`src/rtl/dyn_reconf_pkg.sv`:
```
// Shared widths, DRP register map and address decode for the dyn_reconf_drp register file.
// Address map follows the PLL/MMCM DRP layout: 23 x 16-bit configuration registers.
package dyn_reconf_pkg;

    localparam int DATA_W   = 16;
    localparam int ADDR_W   = 7;
    localparam int NUM_REGS = 23;

    localparam logic [ADDR_W-1:0] ADDR_CLKREG1_5  = 7'h06;
    localparam logic [ADDR_W-1:0] ADDR_CLKREG2_5  = 7'h07;
    localparam logic [ADDR_W-1:0] ADDR_CLKREG1_0  = 7'h08;
    localparam logic [ADDR_W-1:0] ADDR_CLKREG2_0  = 7'h09;
    localparam logic [ADDR_W-1:0] ADDR_CLKREG1_1  = 7'h0A;
    localparam logic [ADDR_W-1:0] ADDR_CLKREG2_1  = 7'h0B;
    localparam logic [ADDR_W-1:0] ADDR_CLKREG1_2  = 7'h0C;
    localparam logic [ADDR_W-1:0] ADDR_CLKREG2_2  = 7'h0D;
    localparam logic [ADDR_W-1:0] ADDR_CLKREG1_3  = 7'h0E;
    localparam logic [ADDR_W-1:0] ADDR_CLKREG2_3  = 7'h0F;
    localparam logic [ADDR_W-1:0] ADDR_CLKREG1_4  = 7'h10;
    localparam logic [ADDR_W-1:0] ADDR_CLKREG2_4  = 7'h11;
    localparam logic [ADDR_W-1:0] ADDR_CLKREG1_6  = 7'h12;
    localparam logic [ADDR_W-1:0] ADDR_CLKREG2_6  = 7'h13;
    localparam logic [ADDR_W-1:0] ADDR_CLKREG1_FB = 7'h14;
    localparam logic [ADDR_W-1:0] ADDR_CLKREG2_FB = 7'h15;
    localparam logic [ADDR_W-1:0] ADDR_DIVREG     = 7'h16;
    localparam logic [ADDR_W-1:0] ADDR_LOCKREG1   = 7'h18;
    localparam logic [ADDR_W-1:0] ADDR_LOCKREG2   = 7'h19;
    localparam logic [ADDR_W-1:0] ADDR_LOCKREG3   = 7'h1A;
    localparam logic [ADDR_W-1:0] ADDR_POWERREG   = 7'h28;
    localparam logic [ADDR_W-1:0] ADDR_FILTREG1   = 7'h4E;
    localparam logic [ADDR_W-1:0] ADDR_FILTREG2   = 7'h4F;

    typedef struct packed {
        logic       hit;
        logic [4:0] idx;
    } reg_sel_t;

    // Maps a DRP address onto a storage slot; hit=0 marks an unmapped address.
    function automatic reg_sel_t decode_addr(input logic [ADDR_W-1:0] addr);
        reg_sel_t sel;
        sel.hit = 1'b1;
        sel.idx = 5'd0;
        case (addr)
            ADDR_CLKREG1_5:  sel.idx = 5'd0;
            ADDR_CLKREG2_5:  sel.idx = 5'd1;
            ADDR_CLKREG1_0:  sel.idx = 5'd2;
            ADDR_CLKREG2_0:  sel.idx = 5'd3;
            ADDR_CLKREG1_1:  sel.idx = 5'd4;
            ADDR_CLKREG2_1:  sel.idx = 5'd5;
            ADDR_CLKREG1_2:  sel.idx = 5'd6;
            ADDR_CLKREG2_2:  sel.idx = 5'd7;
            ADDR_CLKREG1_3:  sel.idx = 5'd8;
            ADDR_CLKREG2_3:  sel.idx = 5'd9;
            ADDR_CLKREG1_4:  sel.idx = 5'd10;
            ADDR_CLKREG2_4:  sel.idx = 5'd11;
            ADDR_CLKREG1_6:  sel.idx = 5'd12;
            ADDR_CLKREG2_6:  sel.idx = 5'd13;
            ADDR_CLKREG1_FB: sel.idx = 5'd14;
            ADDR_CLKREG2_FB: sel.idx = 5'd15;
            ADDR_DIVREG:     sel.idx = 5'd16;
            ADDR_LOCKREG1:   sel.idx = 5'd17;
            ADDR_LOCKREG2:   sel.idx = 5'd18;
            ADDR_LOCKREG3:   sel.idx = 5'd19;
            ADDR_POWERREG:   sel.idx = 5'd20;
            ADDR_FILTREG1:   sel.idx = 5'd21;
            ADDR_FILTREG2:   sel.idx = 5'd22;
            default: begin
                sel.hit = 1'b0;
                sel.idx = 5'd0;
            end
        endcase
        return sel;
    endfunction

endpackage

```
`src/rtl/dyn_reconf_if.sv`:
```
// DRP handshake bundle: address, enable, write-enable, data in/out and ready.
interface dyn_reconf_if;
    import dyn_reconf_pkg::*;

    logic [ADDR_W-1:0] DADDR;
    logic              DEN;
    logic              DWE;
    logic [DATA_W-1:0] DI;
    logic [DATA_W-1:0] DO;
    logic              DRDY;

    modport master (output DADDR, DEN, DWE, DI, input DO, DRDY);
    modport slave  (input DADDR, DEN, DWE, DI, output DO, DRDY);
endinterface

```
`src/rtl/dyn_reconf_drp.sv`:
```
// DRP register file for the PLL/MMCM model; registers drive the core continuously.
// Optional DYN_RECONF_ADDR_WARN_EN: simulation notice on unmapped-address accesses.
module dyn_reconf_drp
    import dyn_reconf_pkg::*;
(
    input  logic              DCLK,
    input  logic              RST,
    input  logic              PWRDWN,
    dyn_reconf_if.slave       drp,
    output logic [DATA_W-1:0] ClkReg1_0,
    output logic [DATA_W-1:0] ClkReg1_1,
    output logic [DATA_W-1:0] ClkReg1_2,
    output logic [DATA_W-1:0] ClkReg1_3,
    output logic [DATA_W-1:0] ClkReg1_4,
    output logic [DATA_W-1:0] ClkReg1_5,
    output logic [DATA_W-1:0] ClkReg1_6,
    output logic [DATA_W-1:0] ClkReg1_FB,
    output logic [DATA_W-1:0] ClkReg2_0,
    output logic [DATA_W-1:0] ClkReg2_1,
    output logic [DATA_W-1:0] ClkReg2_2,
    output logic [DATA_W-1:0] ClkReg2_3,
    output logic [DATA_W-1:0] ClkReg2_4,
    output logic [DATA_W-1:0] ClkReg2_5,
    output logic [DATA_W-1:0] ClkReg2_6,
    output logic [DATA_W-1:0] ClkReg2_FB,
    output logic [DATA_W-1:0] DivReg,
    output logic [DATA_W-1:0] LockReg1,
    output logic [DATA_W-1:0] LockReg2,
    output logic [DATA_W-1:0] LockReg3,
    output logic [DATA_W-1:0] FiltReg1,
    output logic [DATA_W-1:0] FiltReg2,
    output logic [DATA_W-1:0] PowerReg
);

    logic [DATA_W-1:0] regs_r [0:NUM_REGS-1];
    logic [DATA_W-1:0] do_r;
    logic              drdy_r;
    reg_sel_t          sel_s;

    // Address decode of the current DRP address
    always_comb begin
        sel_s = decode_addr(drp.DADDR);
    end

    // Register file, read data and ready flag; power-down freezes everything but DRDY
    always_ff @(posedge DCLK or negedge RST) begin
        if (!RST) begin
            for (int i = 0; i < NUM_REGS; i++) begin
                regs_r[i] <= {DATA_W{1'b0}};
            end
            do_r   <= {DATA_W{1'b0}};
            drdy_r <= 1'b0;
        end else if (PWRDWN) begin
            drdy_r <= 1'b0;
        end else if (drp.DEN) begin
            drdy_r <= 1'b0;
            if (drp.DWE) begin
                if (sel_s.hit) begin
                    regs_r[sel_s.idx] <= drp.DI;
                end
            end else begin
                do_r <= sel_s.hit ? regs_r[sel_s.idx] : {DATA_W{1'b0}};
            end
        end else begin
            drdy_r <= 1'b1;
        end
    end

`ifdef DYN_RECONF_ADDR_WARN_EN
    // Simulation-only notice for accepted accesses outside the register map
    always @(posedge DCLK) begin
        if (RST && !PWRDWN && drp.DEN && !sel_s.hit) begin
            $display("%0t dyn_reconf_drp warning: unmapped %s at address 7'h%02h",
                     $time, drp.DWE ? "write" : "read", drp.DADDR);
        end
    end
`else
`endif

    assign drp.DO     = do_r;
    assign drp.DRDY   = drdy_r;

    assign ClkReg1_5  = regs_r[0];
    assign ClkReg2_5  = regs_r[1];
    assign ClkReg1_0  = regs_r[2];
    assign ClkReg2_0  = regs_r[3];
    assign ClkReg1_1  = regs_r[4];
    assign ClkReg2_1  = regs_r[5];
    assign ClkReg1_2  = regs_r[6];
    assign ClkReg2_2  = regs_r[7];
    assign ClkReg1_3  = regs_r[8];
    assign ClkReg2_3  = regs_r[9];
    assign ClkReg1_4  = regs_r[10];
    assign ClkReg2_4  = regs_r[11];
    assign ClkReg1_6  = regs_r[12];
    assign ClkReg2_6  = regs_r[13];
    assign ClkReg1_FB = regs_r[14];
    assign ClkReg2_FB = regs_r[15];
    assign DivReg     = regs_r[16];
    assign LockReg1   = regs_r[17];
    assign LockReg2   = regs_r[18];
    assign LockReg3   = regs_r[19];
    assign PowerReg   = regs_r[20];
    assign FiltReg1   = regs_r[21];
    assign FiltReg2   = regs_r[22];

endmodule

```
`src/flat_wrapper.sv`:
```
// flat-port wrapper written by rule: the top's interface ports become plain ports
module dyn_reconf_drp_flat import dyn_reconf_pkg::*;
  (DCLK, RST, PWRDWN, ClkReg1_0, ClkReg1_1, ClkReg1_2, ClkReg1_3, ClkReg1_4, ClkReg1_5, ClkReg1_6, ClkReg1_FB, ClkReg2_0, ClkReg2_1, ClkReg2_2, ClkReg2_3, ClkReg2_4, ClkReg2_5, ClkReg2_6, ClkReg2_FB, DivReg, LockReg1, LockReg2, LockReg3, FiltReg1, FiltReg2, PowerReg, drp_DADDR, drp_DEN, drp_DWE, drp_DI, drp_DO, drp_DRDY);
  dyn_reconf_if drp_i ();
  input  logic DCLK;
  input  logic RST;
  input  logic PWRDWN;
  output logic [DATA_W-1:0] ClkReg1_0;
  output logic [DATA_W-1:0] ClkReg1_1;
  output logic [DATA_W-1:0] ClkReg1_2;
  output logic [DATA_W-1:0] ClkReg1_3;
  output logic [DATA_W-1:0] ClkReg1_4;
  output logic [DATA_W-1:0] ClkReg1_5;
  output logic [DATA_W-1:0] ClkReg1_6;
  output logic [DATA_W-1:0] ClkReg1_FB;
  output logic [DATA_W-1:0] ClkReg2_0;
  output logic [DATA_W-1:0] ClkReg2_1;
  output logic [DATA_W-1:0] ClkReg2_2;
  output logic [DATA_W-1:0] ClkReg2_3;
  output logic [DATA_W-1:0] ClkReg2_4;
  output logic [DATA_W-1:0] ClkReg2_5;
  output logic [DATA_W-1:0] ClkReg2_6;
  output logic [DATA_W-1:0] ClkReg2_FB;
  output logic [DATA_W-1:0] DivReg;
  output logic [DATA_W-1:0] LockReg1;
  output logic [DATA_W-1:0] LockReg2;
  output logic [DATA_W-1:0] LockReg3;
  output logic [DATA_W-1:0] FiltReg1;
  output logic [DATA_W-1:0] FiltReg2;
  output logic [DATA_W-1:0] PowerReg;
  input wire logic [$bits(drp_i.DADDR)-1:0] drp_DADDR;
  input wire logic [$bits(drp_i.DEN)-1:0] drp_DEN;
  input wire logic [$bits(drp_i.DWE)-1:0] drp_DWE;
  input wire logic [$bits(drp_i.DI)-1:0] drp_DI;
  output wire logic [$bits(drp_i.DO)-1:0] drp_DO;
  output wire logic [$bits(drp_i.DRDY)-1:0] drp_DRDY;
  assign drp_i.DADDR = drp_DADDR;
  assign drp_i.DEN = drp_DEN;
  assign drp_i.DWE = drp_DWE;
  assign drp_i.DI = drp_DI;
  assign drp_DO = drp_i.DO;
  assign drp_DRDY = drp_i.DRDY;
  dyn_reconf_drp u_core (.DCLK(DCLK), .RST(RST), .PWRDWN(PWRDWN), .drp(drp_i), .ClkReg1_0(ClkReg1_0), .ClkReg1_1(ClkReg1_1), .ClkReg1_2(ClkReg1_2), .ClkReg1_3(ClkReg1_3), .ClkReg1_4(ClkReg1_4), .ClkReg1_5(ClkReg1_5), .ClkReg1_6(ClkReg1_6), .ClkReg1_FB(ClkReg1_FB), .ClkReg2_0(ClkReg2_0), .ClkReg2_1(ClkReg2_1), .ClkReg2_2(ClkReg2_2), .ClkReg2_3(ClkReg2_3), .ClkReg2_4(ClkReg2_4), .ClkReg2_5(ClkReg2_5), .ClkReg2_6(ClkReg2_6), .ClkReg2_FB(ClkReg2_FB), .DivReg(DivReg), .LockReg1(LockReg1), .LockReg2(LockReg2), .LockReg3(LockReg3), .FiltReg1(FiltReg1), .FiltReg2(FiltReg2), .PowerReg(PowerReg));
endmodule
```
`config.mk`:
```
export PLATFORM = sky130hd
export DESIGN_NAME = dyn_reconf_drp_flat
export DESIGN_NICKNAME = d
export VERILOG_FILES = /design/src/rtl/dyn_reconf_pkg.sv /design/src/rtl/dyn_reconf_if.sv /design/src/rtl/dyn_reconf_drp.sv /design/src/flat_wrapper.sv
export SDC_FILE = /design/constraint.sdc
export NUM_CORES = 1
export LEC_CHECK = 0
export ABC_AREA = 1
export BUFFER_PORTS_ARGS = -buffer_cell sky130_fd_sc_hd__buf_2
export CAP_MARGIN = 10
export CORE_MARGIN = 5
export CORE_UTILIZATION = 35
export DETAILED_ROUTE_END_ITERATION = 8
export PLACE_DENSITY = 0.55
export SYNTH_ARGS = -nofsm -noshare
export SYNTH_HDL_FRONTEND = slang
export SYNTH_SLANG_ARGS = --single-unit
export TNS_END_PERCENT = 20
```
`constraint.sdc`:
```
create_clock -name DCLK -period 2.5 [get_ports DCLK]
set_input_delay 0.375 -clock DCLK [delete_from_list [all_inputs] [get_ports DCLK]]
set_output_delay 0.375 -clock DCLK [all_outputs]
set_load 0.02 [all_outputs]
```
; ---- Word-level counts from Yosys, hierarchy flattened
; Cells that the tools add are included.
[classes]
n_lt_le_gt_ge = 2
mux = 11
eq_ne = 23
reduce_logical = 4
bitwise_logic = 3
[ops]
columns = op, n
row1 = 368-bit bitwise mux, 1
row2 = 5-bit one-hot mux with 22 select lines, 1
row3 = 16-bit binary-select mux with 5-bit select, 1
row4 = 16-bit demux with 5-bit select, 1
row5 = "7-bit by 5-bit equality test with 1-bit output, second input constant", 10
row6 = 16-bit two-way mux, 4
row7 = "7-bit by 4-bit equality test with 1-bit output, second input constant", 8
row8 = 23-bit OR reduction, 1
row9 = "7-bit by 3-bit equality test with 1-bit output, second input constant", 2
row10 = "7-bit equality test, second input constant", 2
row11 = "7-bit by 6-bit equality test with 1-bit output, second input constant", 1
row12 = "6-bit >= comparator, second input constant", 1
row13 = "6-bit by 1-bit less-than comparator with 1-bit output, second input constant", 1
row14 = 5-bit NOT with 6-bit output, 1
row15 = 4-bit AND reduction, 1
row16 = 1-bit two-way mux, 3
row17 = 3-bit AND reduction, 1
row18 = 1-bit NOT, 2
row19 = 1-bit logical AND, 1
[totals]
out_inout_bits = 385
word_cells = 68
reg_bits = 385
inputBits = 28

; ---- Depth between registers and ports, before layout
[logic_depth]
depth_word = 8
depth_mapped = 20

; ---- Worst setup path before layout
; Ideal clock, no wire load.
[synth_timing]
path_type = input to register
start = input port drp_DADDR[1]
end = register u_core.regs_r, in the netlist u_core.ClkReg1_0[5]
slack_ns = 0.257
arrival_ns = 2.108
required_time_ns = 2.365
setup_time_ns = 0.135
path_stages = 13
path_buffers = 3
cell_sequence = buf_2 -> nand2_2 -> nor2_1 -> o21ai_1 -> nand3_1 -> nor3_4 -> inv_2 -> nor2_2 -> buf_4 -> nand2_1 -> clkbuf_1 -> nand2_1 -> o21ai_0
[synth_via]
elab_chain_cells = 8
word_cells_on_any_way = 34
classes_between = order compare: 2 / eq/ne: 23 / mux: 5 / bitwise: 1 / reduce/logical: 3
[synth_rtl]
columns = element, line_no
row1 = from (decl), flat_wrapper.sv:31  ; input wire logic [$bits(drp_i.DADDR)-1:0] drp_DADDR;
row2 = "7-bit equality test, or another cell as far along", dyn_reconf_pkg.sv:43  ; case (addr)
row3 = 5-bit one-hot mux with 22 select lines, dyn_reconf_pkg.sv:43
row4 = 5-bit NOT with 6-bit output (implied by the code), dyn_reconf_drp.sv:59  ; regs_r[sel_s.idx] <= drp.DI;
row5 = 6-bit >= comparator (implied by the code) / 6-bit by 1-bit less-than comparator with 1-bit output (equally long branches), dyn_reconf_drp.sv:59
row6 = 1-bit logical AND (implied by the code), dyn_reconf_drp.sv:59
row7 = 16-bit two-way mux (implied by the code), dyn_reconf_drp.sv:59
row8 = 16-bit demux with 5-bit select, dyn_reconf_drp.sv:59
row9 = 368-bit bitwise mux, dyn_reconf_drp.sv:59
row10 = "to (signal, indexed assignment)", dyn_reconf_drp.sv:49  ; regs_r[i] <= {DATA_W{1'b0}};
row11 = "to (signal, indexed assignment)", dyn_reconf_drp.sv:59
row12 = to (decl), dyn_reconf_drp.sv:35  ; logic [DATA_W-1:0] regs_r [0:NUM_REGS-1];
; Parallel ways exist; a longest one is shown, timed or not.
; A chain may end at the register's enable or synchronous reset.

; ---- Worst setup path in the final report
[layout_timing]
start = input port drp_DADDR[1]
end = register u_core.do_r[9], in the netlist u_core.drp.DO[9]
[layout_via]
elab_chain_cells = 7
word_cells_on_any_way = 31
classes_between = eq/ne: 23 / mux: 6 / bitwise: 1 / reduce/logical: 1
[layout_rtl]
columns = element, line_no
row1 = "7-bit equality test, or another cell as far along", dyn_reconf_pkg.sv:43
row2 = 5-bit one-hot mux with 22 select lines, dyn_reconf_pkg.sv:43
row3 = 5-bit NOT with 6-bit output (implied by the code), dyn_reconf_drp.sv:62  ; do_r <= sel_s.hit ? regs_r[sel_s.idx] : {DATA_W{1'b0}};
row4 = 16-bit binary-select mux with 5-bit select, dyn_reconf_drp.sv:62
row5 = 16-bit two-way mux (implied by the code) (2 in series), dyn_reconf_drp.sv:62
row6 = 16-bit two-way mux (*), dyn_reconf_drp.sv:62
row7 = to (signal assigned), dyn_reconf_drp.sv:51  ; do_r <= {DATA_W{1'b0}};
row8 = to (signal assigned), dyn_reconf_drp.sv:62
row9 = to (decl), dyn_reconf_drp.sv:36  ; logic [DATA_W-1:0] do_r;
; Mark *: on every way between the ends. The rest lies on a longest branch, timed or not. The select of a mux whose other input is x is not followed.

==> results.json <==
{
  "slowest_delay_ns": 0.30,
  "switching_share": 0.292,
  "grt_max_degree": 69,
  "r2r_cells": 11,
  "hold_path_class": "in -> reg",
  "worst_ep_required_time_ns": 3.01,
  "p_comb_frac": 0.161,
  "placed_cells": 3731,
  "port_buffers": 412,
  "ys.flop_type": "dfrtp_1",
  "synth_top_cell_by_area": "dfrtp_1",
  "critPathTopFamily": "simple AND/OR/NAND/NOR gates",
  "crit_buf_inv": 5,
  "io_pins": 413,
  "min_path_cells": 3,
  "whs_ns": 0.0321,
  "cts_setup_buffers": 0,
  "synth-compound-area-share": 0.126,
  "diodes": 0,
  "antenna_found_initial": 0,
  "fp-row-count": 85,
  "die_w_um": 243,
  "cellLeakagePower_nw": 13.0,
  "setup_viol": 0,
  "tightest_slew_ns": 0.776,
  "seq_power_share": 0.411,
  "synth_xor_area_frac": 0,
  "nNetsFinal": 3114,
  "design.die.area_sq_um": 59100,
  "hp-start": "drp_DI[1]",
  "avgViaCountPerCell": 5.05,
  "slew_viol_final": 0,
  "synth_edf_count": 0,
  "cts_buffers": 46,
  "synth_area_sq_um": 19000,
  "power_density_nw_per_um2": 647,
  "hold_end": "u_core.ClkReg1_5[1]",
  "synth-seq-cells": 385,
  "crit_fanout": 42,
  "crit_type": "in -> reg",
  "crit_top_cell": "nand2_1",
  "drtAntennaViolNets": 0,
  "synth_fp_nets": 2626,
  "vdd_drop_max_uv": 462,
  "p_sw_mw": 4.72,
  "relSlewSlack": 0.482,
  "clkPwrFrac": 0.428,
  "synthMuxAreaShare": 0,
  "cts_max_level": 2,
  "fill_cells": 5410,
  "rsz0062_at_grt": "no",
  "cts.sinks": 385,
  "synth_cell_types": 25,
  "synth-simple-area-share": 0.286,
  "yosysWarnings": 0,
  "grt_usage": 0.279,
  "path_depth": 20,
  "synth_seq_area_share": 0.507,
  "cp-start-kind": "input port",
  "crit_path_top_delay_cell": "nor2_1",
  "core_sq_um": 53800,
  "area_growth_pct": 31.4,
  "fin_crit_sh": 0.921,
  "path_cells": "buf_2, inv_2, nand2_2, nor2_1, nand2_1, nand2_1, nor2_1, nand3_4, buf_12, buf_12, buf_4, nand2_1, o21ai_0, nand2_1, nand2_1, nand2_1, nand3_1, nor2_1, nand2_1, nand2_1",
  "layout-drive-gt1-share": 0.232,
  "drc": 0,
  "syn_inst": 2598,
  "clk_latency_ns": 0.58,
  "first_iter_violations": 1835,
  "grt_pass1_wl_um": 125000,
  "fin_area_sq_um": 25000,
  "clk_path_buf_depth": 3,
  "fin_cells": 3814,
  "cts.clk_slew.worst_paths_ns": 0.06,
  "synth-async-reset-ratio": 1.00,
  "synthAdderAreaFrac": 0,
  "synth_most_common_cell": "nand2_1",
  "grt-ovfl-total": 0,
  "final.setup.tns_ns": 0,
  "cts_root_buf": "clkbuf_16",
  "outcome": "finished, final reports clean",
  "r2r_setup_slack_ns": 0.90,
  "vias": 19262,
  "crit_path_end_kind": "flop",
  "wire_per_inst_um": 22.2,
  "cp_data_arrival_time_ns": 2.81,
  "initial_utilization": 0.353,
  "finalHoldViolCount": 0,
  "timing.fmax_mhz": 434,
  "layout_min_cycle_time_ns": 2.30,
  "first_pass_iters": 6,
  "die_y_um": 243,
  "finClkSkew_ns": 0.0192,
  "netlist_top_cells_count": "1,139 x nand2_1, 385 x dfrtp_1, 259 x o21ai_0",
  "post-route-util": 0.464,
  "cts_tree": "yes",
  "synth_top_area_frac": 0.507,
  "grt_pass1_vias": 18329,
  "dp_hpwl_um": 61800,
  "internal-power_mw": 11.4,
  "avgSynthCellArea_sq_um": 7.32,
  "timing.rr.start": "u_core.ClkReg2_FB[3]",
  "synth_area_leaders": "dfrtp_1 51%, nand2_1 22%, o21ai_0 6.8%",
  "rr_endpoint": "u_core.drp.DO[3]",
  "gp_congestion": 1.01,
  "placed_area_sq_um": 23400,
  "wl_um": 84500,
  "maxCapViolations": 0,
  "synth_top_family_by_area": "simple AND/OR/NAND/NOR gates"
}
## power groups by stage
| stage | logic [mW] | registers [mW] | clock network [mW] |
|---|---|---|---|
| global route | 2.82 | 6.66 | 7.27 |
| global placement | 2.57 | 6.74 | 0 |
| finish | 2.60 | 6.64 | 6.92 |
| floorplan | 1.04 | 6.97 | 0 |
| detailed placement | 2.58 | 6.75 | 0 |
| CTS | 2.60 | 6.64 | 7.02 |
## placed cells by master (no fill, tap or decap), types with 2 or more instances in the layout
| master | n |
|---|---|
| a21oi_1 | 8 |
| buf_12 | 47 |
| buf_2 | 411 |
| buf_4 | 161 |
| bufinv_16 | 4 |
| clkbuf_1 | 8 |
| clkbuf_16 | 47 |
| clkbuf_8 | 11 |
| clkinv_2 | 5 |
| clkinv_4 | 2 |
| clkinvlp_4 | 3 |
| dfrtp_1 | 385 |
| dlygate4sd3_1 | 3 |
| inv_1 | 205 |
| inv_2 | 7 |
| nand2_1 | 1139 |
| nand2_2 | 9 |
| nand3_1 | 66 |
| nand3_4 | 2 |
| nand3b_1 | 55 |
| nor2_1 | 48 |
| nor2_2 | 4 |
| nor2_4 | 4 |
| nor3_1 | 4 |
| nor3_4 | 4 |
| o21ai_0 | 259 |
| o21ai_1 | 211 |
## cell type report
cell class / count / area, sq um / area share
Clock buffer: 66 / 1360 / 0.0544
Clock inverter: 14 / 189 / 0.00757
Inverter: 214 / 805 / 0.0322
Multi-Input combinational cell: 1816 / 7860 / 0.315
Sequential cell: 385 / 9630 / 0.386
Tap cell: 696 / 871 / 0.0349
Timing Repair Buffer: 623 / 4250 / 0.170
## metrics by stage
step / power (mW) / setup slack [ns]
3_3_place_gp: 9.31 / -0.310
3_5_place_dp: 9.33 / -0.301
5_1_grt: 16.7 / 0.0175
4_1_cts: 16.3 / 0.294
2_1_floorplan: 8.01 / 0.257
6_report: 16.2 / 0.197
## layer usage
metal,vias to the layer above,share of wire,wire [um],GRT usage
met4,0,0.032,2740,0.0816
met2,771,0.45,38000,0.434
li1,9135,-,-,-
met5,-,0,0,0
met3,136,0.076,6450,0.0536
met1,9220,0.44,37300,0.398
## worst min-delay path: cells and delay by family
kind	cells	cell delay (ns)
buf+inv	1	0.09
compound gates	1	0.06
simple gates	1	0.04
## kinds of logic after synthesis
family,Yosys count
simple gates,1338
compound gates,478
flops,385
buf+inv,397
## how the worst max path moves through the flow
stage | slack, ns | endpoint | startpoint
final | 0.20 | u_core.drp.DO[9] | drp_DADDR[1]
after global routing | 0.02 | u_core.drp.DO[9] | drp_DADDR[2]
after CTS | 0.29 | u_core.ClkReg1_5[14] | drp_DADDR[3]
after detailed placement | -0.30 | u_core.drp.DO[9] | drp_DADDR[1]
after global placement | -0.31 | u_core.drp.DO[9] | drp_DADDR[1]
after floorplan | 0.26 | u_core.ClkReg1_0[5] | drp_DADDR[1]
## what timing repair did
action                                  in CTS  in global routing
endpoints found under the hold margin       50                  0
gates resized for setup                      0                  0
endpoints found under the setup margin       0                  0
hold buffers                                 3                  0
Power figures use the tool's default switching activity.
